**src/rtl/if_fetch_if.sv**
```systemverilog
// Instruction-memory request/response bus between the fetch stage and imem.
// Allows at most one outstanding request; the response is returned on imem_rvalid.
interface if_fetch_if;
    logic        imem_req;
    logic [31:0] imem_addr;
    logic        imem_gnt;
    logic        imem_rvalid;
    logic [31:0] imem_rdata;

    modport master (
        output imem_req,
        output imem_addr,
        input  imem_gnt,
        input  imem_rvalid,
        input  imem_rdata
    );

    modport slave (
        input  imem_req,
        input  imem_addr,
        output imem_gnt,
        output imem_rvalid,
        output imem_rdata
    );
endinterface

```
**src/rtl/if_fetch.sv**
```systemverilog
// Instruction fetch stage: issues one imem request at a time, holds the returned word for
// IF/ID until consumed, and handles EX redirects, including discarding in-flight responses.
module if_fetch #(
    parameter logic [31:0] RESET_PC = 32'h0000_0000
) (
    input  logic              clk,
    input  logic              rst_n,
    if_fetch_if.master        imem,
    input  logic              StallF,
    input  logic              PCSrcE,
    input  logic [31:0]       PCTargetE,
    output logic [31:0]       inst,
    output logic [31:0]       pc,
    output logic              fetch_valid
);

    typedef enum logic [1:0] {StReq, StWait, StHold, StKill} state_e;

    state_e      state_q, state_d;
    logic [31:0] pc_q, pc_d;
    logic [31:0] inst_buf_q, inst_buf_d;
    logic        outstanding;
    logic [31:0] redirect_pc;

    // Low target bits are forced to zero, so they are intentionally unused.
    logic unused_tgt;
    assign unused_tgt  = ^PCTargetE[1:0];
    assign redirect_pc = {PCTargetE[31:2], 2'b00};

    always_ff @(posedge clk or negedge rst_n) begin
        if (!rst_n) begin
            state_q    <= StReq;
            pc_q       <= RESET_PC;
            inst_buf_q <= 32'h0;
        end else begin
            state_q    <= state_d;
            pc_q       <= pc_d;
            inst_buf_q <= inst_buf_d;
        end
    end

    always_comb begin
        outstanding = 1'b0;
        unique case (state_q)
            StReq:   outstanding = imem.imem_gnt;
            StWait:  outstanding = !imem.imem_rvalid;
            StKill:  outstanding = !imem.imem_rvalid;
            default: outstanding = 1'b0;
        endcase
    end

    always_comb begin
        state_d    = state_q;
        pc_d       = pc_q;
        inst_buf_d = inst_buf_q;

        if (PCSrcE) begin
            // Redirect wins over stall and consume; an in-flight response must be drained.
            pc_d    = redirect_pc;
            state_d = outstanding ? StKill : StReq;
        end else begin
            unique case (state_q)
                StReq: begin
                    if (imem.imem_gnt) state_d = StWait;
                end
                StWait: begin
                    if (imem.imem_rvalid) begin
                        inst_buf_d = imem.imem_rdata;
                        state_d    = StHold;
                    end
                end
                StHold: begin
                    if (!StallF) begin
                        pc_d    = pc_q + 32'd4;
                        state_d = StReq;
                    end
                end
                StKill: begin
                    if (imem.imem_rvalid) state_d = StReq;
                end
                default: state_d = StReq;
            endcase
        end
    end

    always_comb begin
        imem.imem_req  = (state_q == StReq);
        imem.imem_addr = pc_q;
        fetch_valid    = (state_q == StHold);
        inst           = fetch_valid ? inst_buf_q : 32'h0;
        pc             = fetch_valid ? pc_q : 32'h0;
    end

    a_addr_aligned: assert property (@(posedge clk) disable iff (!rst_n)
        imem.imem_addr[1:0] == 2'b00);

endmodule

```
**src/flat_wrapper.sv**
```systemverilog
// flat-port wrapper written by rule: the top's interface ports become plain ports
module if_fetch_flat 
#(
    parameter logic [31:0] RESET_PC = 32'h0000_0000
)
  (clk, rst_n, StallF, PCSrcE, PCTargetE, inst, pc, fetch_valid, imem_imem_req, imem_imem_addr, imem_imem_gnt, imem_imem_rvalid, imem_imem_rdata);
  if_fetch_if imem_i ();
  input  logic clk;
  input  logic rst_n;
  input  logic StallF;
  input  logic PCSrcE;
  input  logic [31:0] PCTargetE;
  output logic [31:0] inst;
  output logic [31:0] pc;
  output logic fetch_valid;
  output wire logic [$bits(imem_i.imem_req)-1:0] imem_imem_req;
  output wire logic [$bits(imem_i.imem_addr)-1:0] imem_imem_addr;
  input wire logic [$bits(imem_i.imem_gnt)-1:0] imem_imem_gnt;
  input wire logic [$bits(imem_i.imem_rvalid)-1:0] imem_imem_rvalid;
  input wire logic [$bits(imem_i.imem_rdata)-1:0] imem_imem_rdata;
  assign imem_imem_req = imem_i.imem_req;
  assign imem_imem_addr = imem_i.imem_addr;
  assign imem_i.imem_gnt = imem_imem_gnt;
  assign imem_i.imem_rvalid = imem_imem_rvalid;
  assign imem_i.imem_rdata = imem_imem_rdata;
  if_fetch #(.RESET_PC(RESET_PC)) u_core (.clk(clk), .rst_n(rst_n), .imem(imem_i), .StallF(StallF), .PCSrcE(PCSrcE), .PCTargetE(PCTargetE), .inst(inst), .pc(pc), .fetch_valid(fetch_valid));
endmodule
```
**config.mk**
```make
export PLATFORM = sky130hd
export DESIGN_NAME = if_fetch_flat
export DESIGN_NICKNAME = d
export VERILOG_FILES = /design/src/rtl/if_fetch_if.sv /design/src/rtl/if_fetch.sv /design/src/flat_wrapper.sv
export SDC_FILE = /design/constraint.sdc
export NUM_CORES = 1
export LEC_CHECK = 0
export CORE_UTILIZATION = 41
export DETAILED_ROUTE_END_ITERATION = 8
export GPL_ROUTABILITY_DRIVEN = 0
export MAX_ROUTING_LAYER = met4
export PLACE_DENSITY = 0.84
export SLEW_MARGIN = 5
export SYNTH_ARGS = -nofsm -noshare
export SYNTH_HDL_FRONTEND = slang
export SYNTH_SLANG_ARGS = --single-unit
export TNS_END_PERCENT = 30
```
**constraint.sdc**
```tcl
create_clock -name clk -period 2.33 [get_ports clk]
set_input_delay 0.3495 -clock clk [delete_from_list [all_inputs] [get_ports clk]]
set_output_delay 0.3495 -clock clk [all_outputs]
set_load 0.005 [all_outputs]
```
==> key figures <==
Synth
  – Post-synth EDFFs: 0
  – FFs w/ async S/R, synth: 100%
  – Gate Count Post-Synth: 354
  – Register bit total from synthesis: between 60 and 70
  – Synthesized cell area: 3490 um^2
  – Synth Flop Type: dfrtp_1
  – Netlist cell types: 35
  – Register area share after synthesis: 45.8%
  – Syn Area/Cell: roughly 10 um^2
  – Synth warnings: 0

Die
  – Die Span X: 94.3 um
  – Die area: 8900 um^2
  – Starting Density: approximately 43%
  – Ports: 168
  – Num rows: 33
  – Placeable Area: between 8000 and 9000 um^2
  – Die H: between 90 and 100 um

Power and ir drop
  – Pint: 3.11 mW
  – Switching Power: 1.34 mW
  – Worst VDD drop: 0.354 mV
  – Net Sw Frac: 30.1%
  – Combinational fraction of design power: 42.3%
  – Clk pwr share: between 10% and 20%
  – Sequential share of power: 38.3%
  – Power per cell area: 818 nW/um^2
  – Static leakage: 2.11 nW

Clock tree
  – Worst skew pair latency: approximately 0.34 ns
  – Clock tree buffer depth: 2
  – Root Driver: clkbuf_8
  – TritonCTS Buffers: 9
  – Clk slew on worst S/H paths: 0.08 ns
  – CTS sink cnt: 64
  – CTS tree: built
  – Htree depth: 3

Critical path
  – FF-to-FF setup slack: roughly 0.21 ns
  – Crit end category: primary output
  – Type of origin of the critical path: flip-flop
  – Crit path kind: flip-flop to primary output
  – R2r worst-path depth: 4
  – Crit path DAT: between 1.5 and 2 ns
  – R2r endpoint: u_core.imem.imem_addr[31]
  – RR Startpoint: u_core.imem.imem_addr[11]
  – Crit Path Max Fanout: 24
  – Worst Path Required: 1.98 ns

Timing
  – Slew Viols, Final: 0
  – Setup TNS: 0 ns
  – Final period utilization: a little over nine tenths
  – Fin crit period: 2.23 ns
  – RSZ-0062 raised after global routing: no
  – Fmax: ~450 MHz
  – Number of endpoints failing setup at the final stage: 0
  – Hold slack final: 0.342 ns
  – Final hold vios: 0
  – Clock Skew: ~0.0092 ns
  – Setup WS post-layout: 0.0995 ns

Final layout
  – Fraction of layout cells with a size suffix above 1: 13.1%
  – Antenna cells: 0
  – Final-stage net count: 586
  – Most frequent cells in the layout: clkdlybuf4s50_1 (160), and2_1 (63), dfrtp_1 (62), mux2_2 (32), nand2_1 (28)
  – Design area: 5450 um^2
  – Most common cell after layout, fill and taps aside: clkdlybuf4s50_1
  – Area grow syn2layout: 55.8%

Min path
  – Worst hold path type: input port to async pin

Placed design
  – PortBufs: approximately 160
  – Pre-CTS WS: 0.0168 ns
  – DPL Wire Length: 7.04 mm
  – Dpl cell area: between 5000 and 6000 um^2

Global route
  – Vias in the first global route: 3151
  – Initial antenna violation count: 0
  – First-pass GRT wire length: ~15 mm
  – Largest net degree at the start of global routing: 41
  – Grt ovf: 0
  – GRT Total Usage: 22.8%

Route
  – Wire per inst: 15.2 um
  – Pre-antenna DRT Iters: 4
  – Via/cell ratio: 5.28
  – Drt initial violations: 108
  – Routed vias: 3302
  – Final ANT Viol Nets: 0
  – DRC violations left: 0
  – Routed wire length: 9.52 mm

Job
  – Max-capacitance violation count: 0

Run status
  – Status: finished clean
==> through the flow <==
stage / instances / util [%] / power [mW]
6_report: 625 / 66.3 / 4.45
5_1_grt: 625 / 66.3 / 4.76
4_1_cts: 625 / 66.1 / 4.48
3_5_place_dp: 608 / 63.7 / 3.60
3_3_place_gp: 608 / 63.7 / 3.53
2_1_floorplan: 357 / - / 2.50
==> cell type report <==
cell class,instances,area [um^2]
Sequential cell,64,1600
Clock inverter,7,55.1
Timing Repair Buffer,174,1740
Clock buffer,9,124
Fill cell,658,2770
Multi-Input combinational cell,264,1790
Inverter,2,7.51
Tap cell,105,131
==> worst max-delay path by stage <==
stage | cells after the start | from | slack (ns) | endpoint
finish | 4 | u_core.state_q[0] | 0.1 | pc[17]
global route | 4 | u_core.state_q[1] | 0.01 | inst[7]
CTS | 4 | u_core.state_q[0] | 0.01 | inst[7]
detailed placement | 6 | StallF | 0.02 | u_core.imem.imem_addr[20]
global placement | 6 | StallF | 0.11 | u_core.imem.imem_addr[18]
floorplan | 6 | u_core.imem.imem_addr[2] | 0.35 | u_core.imem.imem_addr[24]
==> worst max-delay path: stages, from the launching register on <==
cell	delay, ns
dfrtp_2	0.48
nor2b_4	0.17
buf_6	0.20
and2_1	0.16
clkdlybuf4s50_1	0.52
==> cell usage after synthesis, drive strengths merged, types with 8 or more instances <==
cell type	instances	area share, %
dfrtp	64	46
and2	63	11
mux2	32	10
nand2	28	3.0
clkbuf	19	2.0
or4	17	3.8
o21ai	16	2.3
nand3	15	2.1
nor2	14	1.5
a31oi	13	2.3
o31ai	13	2.8
nand4	12	2.1
xor2	9	2.3
buf	8	1.6
==> state kept, by name, summed over array words and instances (netlist names) <==
signal	count
u_core.imem.imem_addr	30
u_core.state_q	2
u_core.inst_buf_q	32
==> cell families after synthesis <==
group	count (synthesis)	share of synthesized area (%)
simple gates	166	27.5
flops	64	45.8
compound gates	47	8.52
mux	33	10.6
buf+inv	29	3.87
xor+xnor	13	3.26
fa+ha+maj	1	0.358
other cells	1	0.107
==> per-layer routing <==
metal	vias to the layer above	GRT usage [%]	wire (um)
li1	1587	-	-
met1	1559	28.1	4110
met2	137	36.5	4570
met3	19	3.80	627
met4	0	10.3	213
met5	-	-	0
==> repair_timing <==
action                                  4_1_cts  5_1_grt
setup buffers                                 0        0
endpoints found under the setup margin       39       37
endpoints found under the hold margin         2        0
cloned                                        0        0
hold buffers                                  1        0
gates resized for setup                       2        4
==> power groups by stage <==
stage                     logic (mW)  registers (mW)  clock network (mW)
after floorplan                0.865            1.64                   0
after global placement          1.83            1.70                   0
after detailed placement        1.87            1.73                   0
after CTS                       1.89            1.71               0.884
after global routing            2.05            1.77               0.938
final                           1.89            1.71               0.863
No activity file was read; power rests on OpenSTA's default activity.
